<file path="config.mk">
export PLATFORM = sky130hd
export DESIGN_NAME = tx_mem_arbiter_flat
export DESIGN_NICKNAME = d
export VERILOG_FILES = /design/src/rtl/tx_mem_arbiter_pkg.sv /design/src/rtl/tx_mem_arbiter_if.sv /design/src/rtl/tx_mem_arbiter_rr_arb2.sv /design/src/rtl/tx_mem_arbiter.sv /design/src/flat_wrapper.sv
export SDC_FILE = /design/constraint.sdc
export NUM_CORES = 1
export LEC_CHECK = 0
export BUFFER_PORTS_ARGS = -buffer_cell sky130_fd_sc_hd__buf_2
export CAP_MARGIN = 20
export CORE_AREA = 2 2 97 99
export DETAILED_ROUTE_END_ITERATION = 8
export DIE_AREA = 0 0 99 101
export MAX_ROUTING_LAYER = met4
export PLACE_DENSITY = 0.58
export SYNTH_ARGS = -nofsm -noshare
export SYNTH_HDL_FRONTEND = slang
export SYNTH_SLANG_ARGS = --single-unit
</file>
<file path="constraint.sdc">
create_clock -name clk -period 3.1 [get_ports clk]
set_input_delay 0.62 -clock clk [delete_from_list [all_inputs] [get_ports clk]]
set_output_delay 0.62 -clock clk [all_outputs]
set_load 0.01 [all_outputs]
</file>
<file path="src/rtl/tx_mem_arbiter_pkg.sv">
// rtl/tx_mem_arbiter_pkg.sv - shared constants and types for the TX RAM arbiter
package tx_mem_pkg;

    localparam int TX_MEM_ADDR_W = 10;
    localparam int TX_MEM_DATA_W = 32;
    localparam int TX_MEM_BE_W   = 4;
    localparam int TX_MEM_DEPTH  = 1024;

    typedef struct packed {
        logic [TX_MEM_ADDR_W-1:0] address;
        logic [TX_MEM_BE_W-1:0]   byteenable;
        logic                     read;
        logic                     write;
        logic [TX_MEM_DATA_W-1:0] writedata;
    } tx_mem_req_t;

    typedef enum logic [0:0] {
        ARB_UNLOCKED = 1'b0,
        ARB_LOCKED1  = 1'b1
    } tx_arb_lock_state_e;

endpackage

</file>
<file path="src/rtl/tx_mem_arbiter_if.sv">
// rtl/tx_mem_arbiter_if.sv - requester Avalon-MM bus and RAM pin bundle
interface tx_mem_arbiter_if #(
    parameter int ADDR_W = tx_mem_pkg::TX_MEM_ADDR_W,
    parameter int DATA_W = tx_mem_pkg::TX_MEM_DATA_W,
    parameter int BE_W   = tx_mem_pkg::TX_MEM_BE_W
);
    logic [ADDR_W-1:0] address;
    logic [BE_W-1:0]   byteenable;
    logic              read;
    logic              write;
    logic [DATA_W-1:0] writedata;
    logic              waitrequest;
    logic [DATA_W-1:0] readdata;
    logic              readdatavalid;

    modport master (
        output address, byteenable, read, write, writedata,
        input  waitrequest, readdata, readdatavalid
    );

    modport slave (
        input  address, byteenable, read, write, writedata,
        output waitrequest, readdata, readdatavalid
    );
endinterface

interface tx_mem_ram_if #(
    parameter int ADDR_W = tx_mem_pkg::TX_MEM_ADDR_W,
    parameter int DATA_W = tx_mem_pkg::TX_MEM_DATA_W,
    parameter int BE_W   = tx_mem_pkg::TX_MEM_BE_W
);
    logic [ADDR_W-1:0] address;
    logic [BE_W-1:0]   byteenable;
    logic              chipselect;
    logic              write;
    logic [DATA_W-1:0] writedata;
    logic              clken;
    logic [DATA_W-1:0] readdata;

    modport master (
        output address, byteenable, chipselect, write, writedata, clken,
        input  readdata
    );

    modport slave (
        input  address, byteenable, chipselect, write, writedata, clken,
        output readdata
    );
endinterface

</file>
<file path="src/rtl/tx_mem_arbiter_rr_arb2.sv">
// rtl/tx_mem_arbiter_rr_arb2.sv - two-way round-robin grant with last-grant register
module tx_rr_arb2 (
    input  logic       clk,
    input  logic       reset,
    input  logic [1:0] i_req,
    output logic [1:0] o_grant
);
    logic       r_last_grant;
    logic [1:0] w_grant;

    always_comb begin
        w_grant = i_req;
        if (i_req[0] && i_req[1]) begin
            w_grant = r_last_grant ? 2'b01 : 2'b10;
        end
    end

    // Every grant is an accepted access, so the pointer follows the grant directly.
    always_ff @(posedge clk) begin
        if (reset) begin
            r_last_grant <= 1'b1;
        end else if (w_grant[1]) begin
            r_last_grant <= 1'b1;
        end else if (w_grant[0]) begin
            r_last_grant <= 1'b0;
        end
    end

    assign o_grant = w_grant;

endmodule

</file>
<file path="src/rtl/tx_mem_arbiter.sv">
// rtl/tx_mem_arbiter.sv - two-requester arbiter for the shared TX RAM; TX_ARB_LOCK_EN adds requester-1 lock
module tx_mem_arbiter
    import tx_mem_pkg::*;
#(
    parameter int ADDR_W = TX_MEM_ADDR_W,
    parameter int DATA_W = TX_MEM_DATA_W,
    parameter int BE_W   = TX_MEM_BE_W
) (
    input  logic                clk,
    input  logic                reset,
    tx_mem_arbiter_if.slave     m0,
    tx_mem_arbiter_if.slave     m1,
    input  logic                m1_lock,
    tx_mem_ram_if.master        mem
);
    tx_mem_req_t w_req0;
    tx_mem_req_t w_req1;
    tx_mem_req_t w_sel;
    logic        w_act0;
    logic        w_act1;
    logic        w_locked;
    logic [1:0]  w_req;
    logic [1:0]  w_grant;
    logic        r_rvalid0;
    logic        r_rvalid1;

    assign w_req0 = '{address: m0.address, byteenable: m0.byteenable, read: m0.read,
                      write: m0.write, writedata: m0.writedata};
    assign w_req1 = '{address: m1.address, byteenable: m1.byteenable, read: m1.read,
                      write: m1.write, writedata: m1.writedata};

    assign w_act0 = m0.read | m0.write;
    assign w_act1 = m1.read | m1.write;

`ifdef TX_ARB_LOCK_EN
    localparam logic [0:0] S_UNLOCKED = 1'(ARB_UNLOCKED);
    localparam logic [0:0] S_LOCKED1  = 1'(ARB_LOCKED1);

    logic [0:0] r_lock_state;

    // The lock releases in the same cycle m1_lock drops, so requester 0 can win that cycle.
    assign w_locked = (r_lock_state == S_LOCKED1) && m1_lock;

    always_ff @(posedge clk) begin
        if (reset) begin
            r_lock_state <= S_UNLOCKED;
        end else begin
            case (r_lock_state)
                S_UNLOCKED: if (w_grant[1] && m1_lock) r_lock_state <= S_LOCKED1;
                S_LOCKED1:  if (!m1_lock)              r_lock_state <= S_UNLOCKED;
                default:                               r_lock_state <= S_UNLOCKED;
            endcase
        end
    end
`else
    logic w_unused_lock;
    assign w_unused_lock = m1_lock;
    assign w_locked      = 1'b0;
`endif

    assign w_req = {w_act1 & ~reset, w_act0 & ~reset & ~w_locked};

    tx_rr_arb2 u_rr_arb2 (
        .clk     (clk),
        .reset   (reset),
        .i_req   (w_req),
        .o_grant (w_grant)
    );

    always_comb begin
        w_sel = w_req0;
        if (w_grant[1]) begin
            w_sel = w_req1;
        end
    end

    assign mem.address    = w_sel.address[ADDR_W-1:0];
    assign mem.byteenable = w_sel.byteenable[BE_W-1:0];
    assign mem.writedata  = w_sel.writedata[DATA_W-1:0];
    assign mem.chipselect = |w_grant;
    assign mem.write      = (|w_grant) & w_sel.write;
    assign mem.clken      = ~reset;

    assign m0.waitrequest = reset | (w_act0 & ~w_grant[0]);
    assign m1.waitrequest = reset | (w_act1 & ~w_grant[1]);

    // Read+write together is a write, so it never raises readdatavalid.
    always_ff @(posedge clk) begin
        if (reset) begin
            r_rvalid0 <= 1'b0;
            r_rvalid1 <= 1'b0;
        end else begin
            r_rvalid0 <= w_grant[0] & m0.read & ~m0.write;
            r_rvalid1 <= w_grant[1] & m1.read & ~m1.write;
        end
    end

    assign m0.readdatavalid = r_rvalid0 & ~reset;
    assign m1.readdatavalid = r_rvalid1 & ~reset;
    assign m0.readdata      = mem.readdata[DATA_W-1:0];
    assign m1.readdata      = mem.readdata[DATA_W-1:0];

endmodule

</file>
<file path="src/flat_wrapper.sv">
// flat-port wrapper written by rule: the top's interface ports become plain ports
module tx_mem_arbiter_flat import tx_mem_pkg::*;
#(
    parameter int ADDR_W = TX_MEM_ADDR_W,
    parameter int DATA_W = TX_MEM_DATA_W,
    parameter int BE_W   = TX_MEM_BE_W
)
  (clk, reset, m1_lock, m0_address, m0_byteenable, m0_read, m0_write, m0_writedata, m0_waitrequest, m0_readdata, m0_readdatavalid, m1_address, m1_byteenable, m1_read, m1_write, m1_writedata, m1_waitrequest, m1_readdata, m1_readdatavalid, mem_address, mem_byteenable, mem_chipselect, mem_write, mem_writedata, mem_clken, mem_readdata);
  tx_mem_arbiter_if #(.ADDR_W(ADDR_W), .DATA_W(DATA_W), .BE_W(BE_W)) m0_i ();
  tx_mem_arbiter_if #(.ADDR_W(ADDR_W), .DATA_W(DATA_W), .BE_W(BE_W)) m1_i ();
  tx_mem_ram_if #(.ADDR_W(ADDR_W), .DATA_W(DATA_W), .BE_W(BE_W)) mem_i ();
  input  logic clk;
  input  logic reset;
  input  logic m1_lock;
  input wire logic [$bits(m0_i.address)-1:0] m0_address;
  input wire logic [$bits(m0_i.byteenable)-1:0] m0_byteenable;
  input wire logic [$bits(m0_i.read)-1:0] m0_read;
  input wire logic [$bits(m0_i.write)-1:0] m0_write;
  input wire logic [$bits(m0_i.writedata)-1:0] m0_writedata;
  output wire logic [$bits(m0_i.waitrequest)-1:0] m0_waitrequest;
  output wire logic [$bits(m0_i.readdata)-1:0] m0_readdata;
  output wire logic [$bits(m0_i.readdatavalid)-1:0] m0_readdatavalid;
  input wire logic [$bits(m1_i.address)-1:0] m1_address;
  input wire logic [$bits(m1_i.byteenable)-1:0] m1_byteenable;
  input wire logic [$bits(m1_i.read)-1:0] m1_read;
  input wire logic [$bits(m1_i.write)-1:0] m1_write;
  input wire logic [$bits(m1_i.writedata)-1:0] m1_writedata;
  output wire logic [$bits(m1_i.waitrequest)-1:0] m1_waitrequest;
  output wire logic [$bits(m1_i.readdata)-1:0] m1_readdata;
  output wire logic [$bits(m1_i.readdatavalid)-1:0] m1_readdatavalid;
  output wire logic [$bits(mem_i.address)-1:0] mem_address;
  output wire logic [$bits(mem_i.byteenable)-1:0] mem_byteenable;
  output wire logic [$bits(mem_i.chipselect)-1:0] mem_chipselect;
  output wire logic [$bits(mem_i.write)-1:0] mem_write;
  output wire logic [$bits(mem_i.writedata)-1:0] mem_writedata;
  output wire logic [$bits(mem_i.clken)-1:0] mem_clken;
  input wire logic [$bits(mem_i.readdata)-1:0] mem_readdata;
  assign m0_i.address = m0_address;
  assign m0_i.byteenable = m0_byteenable;
  assign m0_i.read = m0_read;
  assign m0_i.write = m0_write;
  assign m0_i.writedata = m0_writedata;
  assign m0_waitrequest = m0_i.waitrequest;
  assign m0_readdata = m0_i.readdata;
  assign m0_readdatavalid = m0_i.readdatavalid;
  assign m1_i.address = m1_address;
  assign m1_i.byteenable = m1_byteenable;
  assign m1_i.read = m1_read;
  assign m1_i.write = m1_write;
  assign m1_i.writedata = m1_writedata;
  assign m1_waitrequest = m1_i.waitrequest;
  assign m1_readdata = m1_i.readdata;
  assign m1_readdatavalid = m1_i.readdatavalid;
  assign mem_address = mem_i.address;
  assign mem_byteenable = mem_i.byteenable;
  assign mem_chipselect = mem_i.chipselect;
  assign mem_write = mem_i.write;
  assign mem_writedata = mem_i.writedata;
  assign mem_clken = mem_i.clken;
  assign mem_i.readdata = mem_readdata;
  tx_mem_arbiter #(.ADDR_W(ADDR_W), .DATA_W(DATA_W), .BE_W(BE_W)) u_core (.clk(clk), .reset(reset), .m0(m0_i), .m1(m1_i), .m1_lock(m1_lock), .mem(mem_i));
endmodule
</file>
Yosys cells after proc, flatten, opt, wreduce, memory -nomap -nowiden
Index checks and enable logic that the tools add are counted.
{"block": "classes", "n_mux": 3, "n_reduce_logical": 3, "n_bitwise": 20}
{"cell": "48-bit 2-to-1 mux", "n": 1}
{"cell": "1-bit AND", "n": 11}
{"cell": "1-bit inverter", "n": 5}
{"cell": "2-bit 2-to-1 mux", "n": 2}
{"cell": "1-bit bitwise OR", "n": 4}
{"cell": "2-bit OR reduction", "n": 2}
{"cell": "1-bit logical AND", "n": 1}
{"block": "word_totals", "out_inout_bits": 117, "elab_cells": 29, "in_bits": 131, "register_bits": 3}

Logic depth before layout (Yosys ltp)
{"block": "logic_depth", "ltp_word": 7, "ltp_mapped": 4, "mapped_depth_nobuf": 3}

Modules after synthesis
A second synthesis with hierarchy kept.
{"block": "hier_totals", "hier_cells": 140, "hier_area_um2": 1447.6}
{"mod": "tx_mem_arbiter", "seq_area_each_um2": 40.0, "area_per_inst_um2": 1392.6, "n_inst": 1, "cells_each": 133}
{"mod": "tx_rr_arb2", "seq_area_each_um2": 20.0, "area_per_inst_um2": 55.1, "n_inst": 1, "cells_each": 7}

Worst setup path after synthesis
OpenSTA, ideal clock, no wires.
{"block": "synth_timing", "path_kind": "input-to-output", "start": "in m0_read", "end": "out mem_writedata[10]", "path_buffers": 1, "required_time_ns": 2.480, "t_arrival_ns": 1.788, "path_slack_ns": 0.692, "cell_stages": 4, "cell_sequence": "o21a_1 nor3_4 buf_6 mux2_1"}
{"block": "synth_via", "elab_chain_len": 5}
{"item": "start, declared", "line": "flat_wrapper.sv:17", "rtl": "input wire logic [$bits(m0_i.read)-1:0] m0_read;"}
{"item": "1-bit bitwise OR", "line": "tx_mem_arbiter.sv:32", "rtl": "assign w_act0 = m0.read | m0.write;"}
{"item": "1-bit AND", "line": "tx_mem_arbiter.sv:61", "rtl": "assign w_req = {w_act1 & ~reset, w_act0 & ~reset & ~w_locked};"}
{"item": "1-bit logical AND", "line": "tx_mem_arbiter_rr_arb2.sv:13", "rtl": "if (i_req[0] && i_req[1]) begin"}
{"item": "2-bit 2-to-1 mux", "line": "tx_mem_arbiter_rr_arb2.sv:13"}
{"item": "48-bit 2-to-1 mux", "line": "tx_mem_arbiter.sv:72", "rtl": "if (w_grant[1]) begin"}
{"item": "end, declared", "line": "flat_wrapper.sv:35", "rtl": "output wire logic [$bits(mem_i.writedata)-1:0] mem_writedata;"}
No other way between the ends.

Final worst setup path
{"block": "layout_timing", "start": "in m0_read", "end": "out mem_writedata[20]"}
The elaborated chain is that of the path after synthesis.

==> results_dict.tcl <==
set metrics [dict create \
    start_kind "input port" \
    switching_share_pct 35.3 \
    status "complete, no violations" \
    clkSinkCount 3 \
    drc 0 \
    num_vias 1209 \
    post-route-period-util_pct 84.2 \
    hold_class "flip-flop to flip-flop" \
    critPathSlowestCell "mux2_2" \
    cts.repair.resized 0 \
    synth-compound-area-share_pct 3.89 \
    hold_viol_final 0 \
    cts-root-buf "clkbuf_8" \
    post_drt_wl_per_cell_um 15.2 \
    switchingPower_uw 145 \
    ys_seq_area_share_pct 4.91 \
    fmax_mhz 383 \
    tightest_slew_ns 0.456 \
    r2r_slack_ns 2.25 \
    setup_viol 0 \
    diodes 0 \
    synth.distinct_cells 18 \
    cts_buffer_depth 2 \
    ant_nets 0 \
    synth_fp_nets 268 \
    grt_pass1_wl_um 6410 \
    ir_drop_mv 0.125 \
    slowest_delay_ns 0.38 \
    crit_arrival_ns 1.99 \
    synthAdderAreaFrac_pct 0 \
    rows 35 \
    pin_count 248 \
    cap_violations 0 \
    synth_xor_area_share_pct 0 \
    path_clk_slew_ns 0.03 \
    insertion_delay_ns 0.21 \
    drt_iter0_markers 29 \
    numPortBuffers 150 \
    grt_max_degree 47 \
    grt_pass1_vias 1134 \
    end_kind "output pin" \
    p_leak_uw 0.000863 \
    floorplan.die.width_um 99 \
    synthToLayoutAreaGrowth_pct 35.1 \
    ys_warn_count 0 \
    pwr-share-clk_pct 27.3 \
    required_ns 2.48 \
    cts_made_buffers 3 \
    netlist_area_um2 1220 \
    drt_first_pass_iters 4 \
    ctsHoldBuffers 0 \
    dp_hpwl_um 4530 \
    slew_viol_final 0 \
    synthSimpleGateAreaFrac_pct 5.53 \
    chipHeight_um 101 \
    antenna_found_initial 0 \
    cts_setup_buffers 0 \
    slew_headroom_pct 69.5 \
    avgSynthCellArea_um2 8.92 \
    cp_max_fo 46 \
    place_congestion 0.716 \
    dieArea_um2 10000 \
    setup-tns-final_ns 0 \
    cp_common_cell "buf_2" \
    vias_per_cell 3.61 \
    fin_nets 356 \
    ys_ff_latch 3 \
    groute.usage.overall_pct 8.77 \
    wirelength_um 5090 \
    cts_tree "built" \
    cts_max_level 1 \
    intPower_uw 266 \
    path_cells "buf_2, o21a_1, nor3_4, buf_12, mux2_2, buf_2" \
    grt-ovfl-total 0 \
    power_frac_seq_pct 10.5 \
    p_total_uw 411 \
    layout-drive-gt1-share_pct 88.4 \
    synth_mux_area_share_pct 42.4 \
    p_per_area_nw_per_um2 249 \
    path_class "input port to output pin" \
    rsz0062_at_grt "no" \
    finalCriticalPeriod_ns 2.61 \
    core_um2 8980 \
    combPwrFrac_pct 62.2 \
    synth_cells 137 \
    skew_ns 0.00342 \
    synth_top_family_by_area "buffers and inverters" \
    start_util_pct 13.6 \
]
-- worst paths after layout --
kind,start,cells after the start,end
min reg2reg,u_core.u_rr_arb2.r_last_grant,1,u_core.u_rr_arb2.r_last_grant
min,u_core.u_rr_arb2.r_last_grant,1,u_core.u_rr_arb2.r_last_grant
max,m0_read,6,mem_writedata[20]
max reg2reg,u_core.u_rr_arb2.r_last_grant,2,u_core.u_rr_arb2.r_last_grant
-- routing by layer --
layer	global-route usage (%)	vias up	wire length, µm
li1	-	576	-
met1	10.6	498	2000
met2	13.1	104	2210
met3	3.54	31	747
met4	3.37	0	135
met5	-	-	0
-- through the flow --
stage	cell area, µm²	hold WS [ns]	utilization (%)	std cells	setup slack [ns]
6_report	1650	0.575	18.4	335	0.488
4_1_cts	1650	0.577	18.4	335	0.481
3_5_place_dp	1610	0.572	17.9	331	0.486
2_1_floorplan	1220	0.523	-	137	0.692
5_1_grt	1650	0.609	18.4	335	0.412
3_3_place_gp	1610	0.559	17.9	331	0.502
-- final cells by class --
class                           count  area (µm²)
Multi-Input combinational cell     65         633
Sequential cell                     3        60.1
Inverter                            1        3.75
Tap cell                          111         139
Fill cell                        1007        7330
Clock buffer                        4        45.0
Timing Repair Buffer              151         771
-- logic make-up (layout without fill, tap and decap cells) --
group	count (synthesis)	count (layout)
AND/OR/NAND/NOR	11	11
buffers and inverters	69	156
flip-flops	3	3
multiplexers	46	46
AO/OA/AOI/OAI	8	8
-- cells in the final DEF (no fill, tap or decap) --
| cell type | n |
|---|---|
| buf_2 | 150 |
| mux2_2 | 43 |
| nor2_1 | 3 |
| mux2_1 | 3 |
| o21ai_0 | 3 |
| clkbuf_8 | 3 |
| dfxtp_1 | 3 |
| a21oi_1 | 2 |
| nor3_1 | 2 |
| nor2b_1 | 2 |
| inv_1 | 1 |
| o21a_1 | 1 |
| nor3_4 | 1 |
| nand2_1 | 1 |
| nand2b_1 | 1 |
| o31ai_1 | 1 |
| nor3b_1 | 1 |
| a21o_1 | 1 |
| clkbuf_1 | 1 |
| buf_12 | 1 |
-- synthesized netlist by cell type (all sizes together) --
cell type  instances  area, µm²
dfxtp              3       60.1
nor3b              1       7.51
inv                1       3.75
nor2b              2       12.5
buf               68        526
mux2              46        518
o31ai              1       7.51
a21o               1       7.51
nand2              1       3.75
nor2               3       11.3
o21a               1       7.51
a21oi              2       10.0
nor3               3       26.3
o21ai              3       15.0
nand2b             1       6.26
-- flip-flops by register name (all words and copies together), names as in the netlist --
| register | count |
|---|---|
| u_core.u_rr_arb2.r_last_grant | 1 |
| u_core.r_rvalid0 | 1 |
| u_core.r_rvalid1 | 1 |
-- power groups by stage --
stage               Sequential (µW)  Combinational (µW)  Clock [µW]
finish                         43.2                 256         112
global route                   43.9                 277         122
CTS                            43.2                 260         117
detailed placement             43.7                 258           0
global placement               43.5                 257           0
floorplan                      43.1                 210           0
-- critical path: cells and delay by family --
family	cells	cell delay, ns
buf+inv	3	0.55
mux	1	0.38
simple gates	1	0.20
compound gates	1	0.22
(Power assumes the default switching activity.)
